==> src/rtl/ysyx_24100029_branch_predictor.sv <==
// Fetch-side branch predictor: direct-mapped BTB with a 2-bit saturating
// direction counter per entry, trained from the resolved-branch stream.
module ysyx_24100029_branch_predictor #(
    parameter  int ENTRIES = 16,
    localparam int IDX_W   = $clog2(ENTRIES)
) (
    input  logic        clk,
    input  logic        rst_n,
    input  logic        flush,
    input  logic [31:0] ifu_pc,
    output logic        pred_res,
    output logic [31:0] pred_pc,
    input  logic        br_valid,
    input  logic        br_is_taken,
    input  logic [31:0] br_pc,
    input  logic [31:0] br_npc,
    output logic [31:0] stat_upd_cnt,
    output logic [31:0] stat_alloc_cnt
);

    localparam int TAG_W = 32 - IDX_W - 2;

    function automatic logic [1:0] sat_inc(input logic [1:0] c);
        return (c == 2'b11) ? c : c + 2'd1;
    endfunction

    function automatic logic [1:0] sat_dec(input logic [1:0] c);
        return (c == 2'b00) ? c : c - 2'd1;
    endfunction

    logic [ENTRIES-1:0] valid_q;
    logic [ENTRIES-1:0] valid_d;
    logic [1:0]         ctr_q [ENTRIES];
    logic [TAG_W-1:0]   tag_q [ENTRIES];
    logic [31:0]        tgt_q [ENTRIES];
    logic [31:0]        upd_cnt_q;
    logic [31:0]        upd_cnt_d;
    logic [31:0]        alloc_cnt_q;
    logic [31:0]        alloc_cnt_d;

    logic [IDX_W-1:0]   lk_idx;
    logic [TAG_W-1:0]   lk_tag;
    logic               lk_hit;

    logic [IDX_W-1:0]   up_idx;
    logic [TAG_W-1:0]   up_tag;
    logic               up_hit;
    logic               upd_en;
    logic               train_en;
    logic               alloc_en;
    logic               tgt_we;
    logic [1:0]         ctr_d;

    // Low pc bits never select an entry; instructions are word aligned.
    logic [3:0]         unused_pc_bits;
    assign unused_pc_bits = {ifu_pc[1:0], br_pc[1:0]};

    assign lk_idx   = ifu_pc[IDX_W+1:2];
    assign lk_tag   = ifu_pc[31:IDX_W+2];
    assign lk_hit   = valid_q[lk_idx] && (tag_q[lk_idx] == lk_tag);
    assign pred_res = lk_hit && ctr_q[lk_idx][1];
    assign pred_pc  = pred_res ? tgt_q[lk_idx] : ifu_pc + 32'd4;

    assign up_idx   = br_pc[IDX_W+1:2];
    assign up_tag   = br_pc[31:IDX_W+2];
    assign up_hit   = valid_q[up_idx] && (tag_q[up_idx] == up_tag);

    // A flush in the same cycle suppresses any BTB write from the update.
    assign upd_en   = br_valid && !flush;
    assign train_en = upd_en && up_hit;
    assign alloc_en = upd_en && !up_hit && br_is_taken;
    assign tgt_we   = alloc_en || (train_en && br_is_taken);

    always_comb begin
        ctr_d = ctr_q[up_idx];
        if (alloc_en) begin
            ctr_d = 2'b10;
        end else if (train_en) begin
            ctr_d = br_is_taken ? sat_inc(ctr_q[up_idx]) : sat_dec(ctr_q[up_idx]);
        end
    end

    always_comb begin
        valid_d = valid_q;
        if (flush) begin
            valid_d = '0;
        end else if (alloc_en) begin
            valid_d[up_idx] = 1'b1;
        end
    end

    assign upd_cnt_d   = upd_cnt_q + {31'd0, br_valid};
    assign alloc_cnt_d = alloc_cnt_q + {31'd0, alloc_en};

    always_ff @(posedge clk or negedge rst_n) begin
        if (!rst_n) begin
            valid_q     <= '0;
            upd_cnt_q   <= '0;
            alloc_cnt_q <= '0;
            for (int i = 0; i < ENTRIES; i++) begin
                ctr_q[i] <= 2'b01;
            end
        end else begin
            valid_q     <= valid_d;
            upd_cnt_q   <= upd_cnt_d;
            alloc_cnt_q <= alloc_cnt_d;
            if (alloc_en || train_en) begin
                ctr_q[up_idx] <= ctr_d;
            end
        end
    end

    // Tag/target storage is qualified by valid_q, so it needs no reset.
    always_ff @(posedge clk) begin
        if (alloc_en) begin
            tag_q[up_idx] <= up_tag;
        end
        if (tgt_we) begin
            tgt_q[up_idx] <= br_npc;
        end
    end

    assign stat_upd_cnt   = upd_cnt_q;
    assign stat_alloc_cnt = alloc_cnt_q;

endmodule
==> config.mk <==
export PLATFORM = sky130hd
export DESIGN_NAME = ysyx_24100029_branch_predictor
export DESIGN_NICKNAME = d
export VERILOG_FILES = /design/src/rtl/ysyx_24100029_branch_predictor.sv
export SDC_FILE = /design/constraint.sdc
export NUM_CORES = 1
export LEC_CHECK = 0
export CORE_ASPECT_RATIO = 0.75
export CORE_MARGIN = 2
export CORE_UTILIZATION = 26
export CTS_CLUSTER_SIZE = 10
export DETAILED_ROUTE_END_ITERATION = 6
export PLACE_DENSITY = 0.52
export SKIP_LAST_GASP = 1
export SLEW_MARGIN = 20
export SYNTH_ARGS = -nofsm -noshare
export SYNTH_HDL_FRONTEND = slang
export SYNTH_SLANG_ARGS = --single-unit
==> constraint.sdc <==
create_clock -name clk -period 6.05 [get_ports clk]
set_input_delay 0.9075 -clock clk [delete_from_list [all_inputs] [get_ports clk]]
set_output_delay 0.9075 -clock clk [all_outputs]
set_load 0.02 [all_outputs]
* Yosys cells after proc, flatten, opt, wreduce, memory -nomap -nowiden *
Memories as Yosys holds them, arrays and structs flattened.
Cells that the tools add are included.

cells by class
  bitwise gates (word level) = 3
  reduce and logical (&&, ||, !) cells = 16
  add/subtract/negate cells = 5
  eq/ne operators = 3
  $lt $le $gt $ge = 6
  muxes and demuxes = 27

operators with widths
  cell                                                                                 count
  32-bit by 1-bit adder with 32-bit output                                             2
  26-bit == test                                                                       2
  32-bit by 3-bit adder with 32-bit output, second input constant                      1
  32-bit bitwise mux                                                                   1
  16-bit two-way mux                                                                   2
  32-bit two-way mux                                                                   1
  2-bit two-way mux                                                                    10
  2-bit binary-select mux with 4-bit select                                            2
  16-bit bitwise OR                                                                    1
  5-bit greater-or-equal comparator, second input constant                             2
  1-bit logical AND                                                                    10
  4-bit by 5-bit < comparator with 1-bit output, second input constant                 2
  4-bit NOT with 5-bit output                                                          2
  1-bit binary-select mux with 4-bit select                                            2
  2-bit demux with 4-bit select                                                        1
  1-bit two-way mux                                                                    7
  5-bit by 1-bit < comparator with 1-bit output, second input constant                 1
  1-bit demux with 4-bit select                                                        1
  4-bit by 1-bit greater-or-equal comparator with 1-bit output, second input constant  1
  2-bit by 1-bit adder with 2-bit output, second input constant                        1
  2-bit == test, second input constant                                                 1
  1-bit logical NOT                                                                    2
  2-bit logical NOT                                                                    1
  1-bit logical OR                                                                     2
  other kinds (2)                                                                      2

word-level totals
  bits in registers = 112
  bits in writable memories = 928
  input bits = 101
  word-level logic and storage cells = 81
  memories kept = 2

memory list
  name   depth  width  rd ports  clocked after Yosys merged registers in  wr ports  RTL line  text
  tgt_q  16     32     1         0                                        1         35        logic [31:0] tgt_q [ENTRIES];
  tag_q  16     26     2         0                                        1         34        logic [TAG_W-1:0] tag_q [ENTRIES];

* Depth between registers and ports, before layout *
  depth in word-level cells = 10
  mapped depth = 23
  depth with buffers taken out = 18

* Worst setup path before layout *
OpenSTA, ideal clock, no wires.

  path kind = input -> output
  start = input ifu_pc[2]
  end = output pred_pc[5]
  path buffers = 5
  required time = 5142 ps
  slack = 841 ps
  cell stages on the path = 14
  arrival time = 4301 ps
  cells stage by stage = buf_2 > buf_2 > buf_2 > buf_2 > mux4_2 > mux2i_1 > mux2i_1 > xor2_1 > nor4b_1 > nand4_1 > buf_2 > a21oi_1 > nor2_1 > a211oi_1

on the way
  cells in the longest elaborated chain, start to end = 6
  elaborated cells on any way between the ends = 13
  those cells by class = 1 x add/sub; 1 x eq/ne; 6 x mux; 1 x bitwise; 2 x reduce/logical; 2 x memory

RTL lines
  element                                                          RTL line  text
  start: declaration                                               10        input logic [31:0] ifu_pc,
  branches (longest 5 deep; another with memory read 16 x 26 bit)  --
  32-bit two-way mux (*)                                           62        assign pred_pc = pred_res ? tgt_q[lk_idx] : ifu_pc + 32'd4;
  end: declaration                                                 12        output logic [31:0] pred_pc,

Mark *: on every way between the ends. The select of a mux whose other input is x is not followed.

* Worst setup path in the final report *
  start = input ifu_pc[2]
  end = output pred_pc[0]

The elaborated chain is that of the path after synthesis.

==> impl_summary.md <==
Route
The final antenna-violating net count is 0. Using the TritonRoute via totals, the vias-per-cell ratio works out to 4.91. The count of TritonRoute iterations in the first routing pass is 5.

The DRC marker count from the first detailed-route iteration is 2,656. In the routed design, unresolved DRC markers number 0. The final wirelength is 135,000 µm.

The count of vias placed by the detailed router is 24,800. Dividing the detail-routed wire length by the instance count gives 26.8 µm.

GRT
Entering global routing, the biggest net connects 87 pins. The remaining global-route overflow is 0. The number of global-route vias before repair is 25,200.

The number of antenna violations at the first check in global routing was 13. The first global-routing pass estimated 193,000 µm of wire. Global routing consumed, over all layers together, 15.0% of the routing resources.

Pwr
In this run the power density over the cells is roughly 290 nW/µm². For this design the static power due to leakage is roughly 18 nW. The peak ir drop on the vdd network is 0.223 mV.

Setup path
The arrival time at the worst endpoint is 4.86 ns. The endpoint identified for the worst register-to-register timing path is stat_alloc_cnt[26]$_DFF_PN0_. The critical path ends at pred_pc[0]. The launch point of the worst path is ifu_pc[2]. The signal on the critical path passes through buf_8 > buf_12 > mux4_2 > mux4_2 > xnor2_1 > nand2_1 > nor4_1 > nand4_1 > buf_4 > buf_4 > mux2_2 > clkdlybuf4s50_1. The critical path start-end classification is in -> out. Measured in cells, the most critical reg-to-reg path has a length of 18. The slowest library cell on the worst path is clkdlybuf4s50_1. The element type at the critical path start is a primary input. The slack of the worst reg-to-reg path is 1.51 ns. The highest net fanout along the worst path is 50.

The critical register-to-register path startpoint is tag_q[4][4]$_DFFE_PP_. The peak per-stage delay on the critical path is 0.59 ns. Data on the critical path is required at its endpoint by 5.14 ns. STA classifies the critical path endpoint as an output pin.

Layout
In the layout the commonest cells are 928 x edfxtp_1, 385 x mux4_2, 184 x clkdlybuf4s50_1, 138 x buf_4, 118 x clkbuf_16. The number of non-filler instances in the completed layout is 5,045. The layout net count is 2,805. The area growth from synthesis to layout is 20.3%. Of the cells placed in the final design, the portion with a size suffix greater than 1 is 28.4%. Leaving out fill and tap cells, the most frequent cell in the layout is edfxtp_1.

Synthesis
The share of the Yosys chip area taken by registers is 67.3%. The net count after synthesis is 2,470. The count of warnings emitted by yosys is 0. Averaged over all synthesized cells, the footprint is 19.3 µm². The synthesized flop and latch total is 1,040. In the synthesized netlist the async set-or-reset flop fraction comes to about 11%. The most used flip-flop cell after synthesis is edfxtp_1. Counting distinct cell types in the post-synthesis netlist gives 71. The synthesized design contains 928 enable-type register cells. The gate count of the mapped netlist is ~2,400. The share of Yosys cell area claimed by the top area cell type is 61.1%.

The synthesized cell area is 45,600 µm². By area the synthesized netlist is led by edfxtp_1 61%, mux4_2 19%, dfrtp_1 5.3%, mux2i_1 2.3%, xnor2_1 1.8%. The cell type with the largest total area after synthesis is edfxtp_1.

Clock tree
The clock latency on the worst-skew pair is 0.77 ns. The total number of H-tree levels is 3. The setup fix buffers added after clock tree synthesis is 0. The clock root buffer master is clkbuf_16. The CTS tree is built. The clock passes through at most 3 buffers.

The number of hold-repair buffers added at the cts stage is 0. The tree built by TritonCTS fans out to 1,040 sinks. After clock tree synthesis, the repair step resized 0 gates.

After clock tree synthesis, the clock-pin slew on the worst setup and hold paths is approximately 0.050 ns. Clock tree synthesis inserted a total of 117 buffers.

Timing
The worst pin sits at a relative slew slack of 24.8%. Dividing the final minimum period by the clock period gives between 90% and 100%. Setup violations remaining at the end of the flow were counted as 0.

The final hold violation count is 0. In the final timing run, aggregate negative setup slack is 0 ns. The minimum period implied by the final worst setup slack is just under 6 ns. The maximum frequency from static timing analysis is about 170 MHz. The count of pins over their slew limit is 0. Clock skew on the completed layout was measured at 0.0754 ns. For the pin with the worst max-slew slack, the measured transition is 1.13 ns.

Hold is met by approximately 0.24 ns. Once routing completed, OpenROAD measured the worst setup slack at 0.286 ns. Setup repair after global routing left no endpoint under its margin.

Run status
The flow ran to the end, and the final reports show no timing, DRC or antenna violations.

Floorplan
The row count is 133. The area of the core is between 150,000 and 200,000 µm². The full die area is 179,000 µm². For this design the top-level I/O count stands at between 150 and 200.

The width of the chip is 488 µm. Once the floorplan was initialized, standard cells occupied 26.1% of the core. The overall die height is 367 µm.

Placement
The placed wire-length estimate is about 85,000 µm. The worst setup slack after placement is 0.281 ns. After detailed placement, the design holds a cell count of 4,875. The port buffer count is 195. Routability-driven placement finished with a final weighted congestion of ~0.8.

Job
Max-cap violations in this run came to 0.

Hold path
The class of the tightest hold or removal check is in -> async.
## cells in the mapped netlist (all sizes together) (5+ instances only)
master / count
edfxtp: 928
mux4: 387
mux2i: 104
dfrtp: 96
nor2: 95
xnor2: 94
nand2: 84
buf: 83
clkbuf: 53
xor2: 48
inv: 46
nand3: 46
a21oi: 33
mux2: 28
nand4: 22
a22oi: 21
o22ai: 19
and3: 18
dfstp: 16
nand2b: 15
o21ai: 15
nor3: 14
nor2b: 10
o211ai: 9
and2: 8
and4: 7
a221oi: 5
ha: 5
nor4: 5
or3: 5
## registers in the layout, summed over array words and instances (netlist names)
signal / count
tgt_q: 512
stat_alloc_cnt: 32
tag_q: 416
valid_q: 16
stat_upd_cnt: 32
ctr_q: 32
## logic make-up (layout without fill, tap and decap cells)
family	Yosys count	after routing	share of synthesized area (%)
compound gates	135	135	2.11
mux	519	519	22.2
other cells	0	1	0
simple gates	341	341	3.70
xor+xnor	142	142	2.73
buf+inv	182	567	1.91
flops	1040	1040	67.3
fa+ha+maj	5	5	0.137
## worst min-delay path by stage
stage	start	to	cells past startpoint
floorplan	ctr_q[18]$_DFFE_PN1P_	ctr_q[18]$_DFFE_PN1P_	2
global placement	ctr_q[22]$_DFFE_PN1P_	ctr_q[22]$_DFFE_PN1P_	2
detailed placement	ctr_q[6]$_DFFE_PN1P_	ctr_q[6]$_DFFE_PN1P_	2
CTS	rst_n	stat_upd_cnt[0]$_DFF_PN0_	1
global route	rst_n	stat_upd_cnt[30]$_DFF_PN0_	1
finish	rst_n	stat_upd_cnt[30]$_DFF_PN0_	1
## worst max-delay path: cells and delay by family
family,cells,cell delay [ns]
buffers and inverters,5,1.56
and+or+nand+nor,3,0.57
xor gates and xnor gates,1,0.33
muxes,3,1.41
## area by class of cell
cell class / count / area, µm²
fillers: 16800 / 120000
inverters: 46 / 173
diodes: 1 / 2.50
clock buffers: 153 / 3110
well taps: 2295 / 2870
multi-input cells: 1142 / 14300
clock inverters: 16 / 287
repair buffers: 352 / 3430
flip-flops and latches: 1040 / 30700
## power by group
part	internal [mW]	switching (mW)	total, mW
registers	7.95	0.0748	8.03
clock network	3.66	2.87	6.53
logic	0.616	0.774	1.39
total	12.2	3.72	15.9
## per-stage QoR
step                util, %  instance area, µm²  power (mW)
floorplan                 -               45600        8.92
global placement       29.4               51500        9.58
detailed placement     29.5               51500        9.58
CTS                    31.4               54900        16.2
global route           31.4               54900        16.5
finish                 31.4               54900        15.9
## per-layer routing
metal,share of wire (%),track usage [%],vias up
met2,46,23.2,825
met5,0.030,0,-
met3,5.7,2.90,179
met4,2.2,3.36,6
met1,46,21.6,13400
li1,-,-,10400
Power figures use the tool's default switching activity.
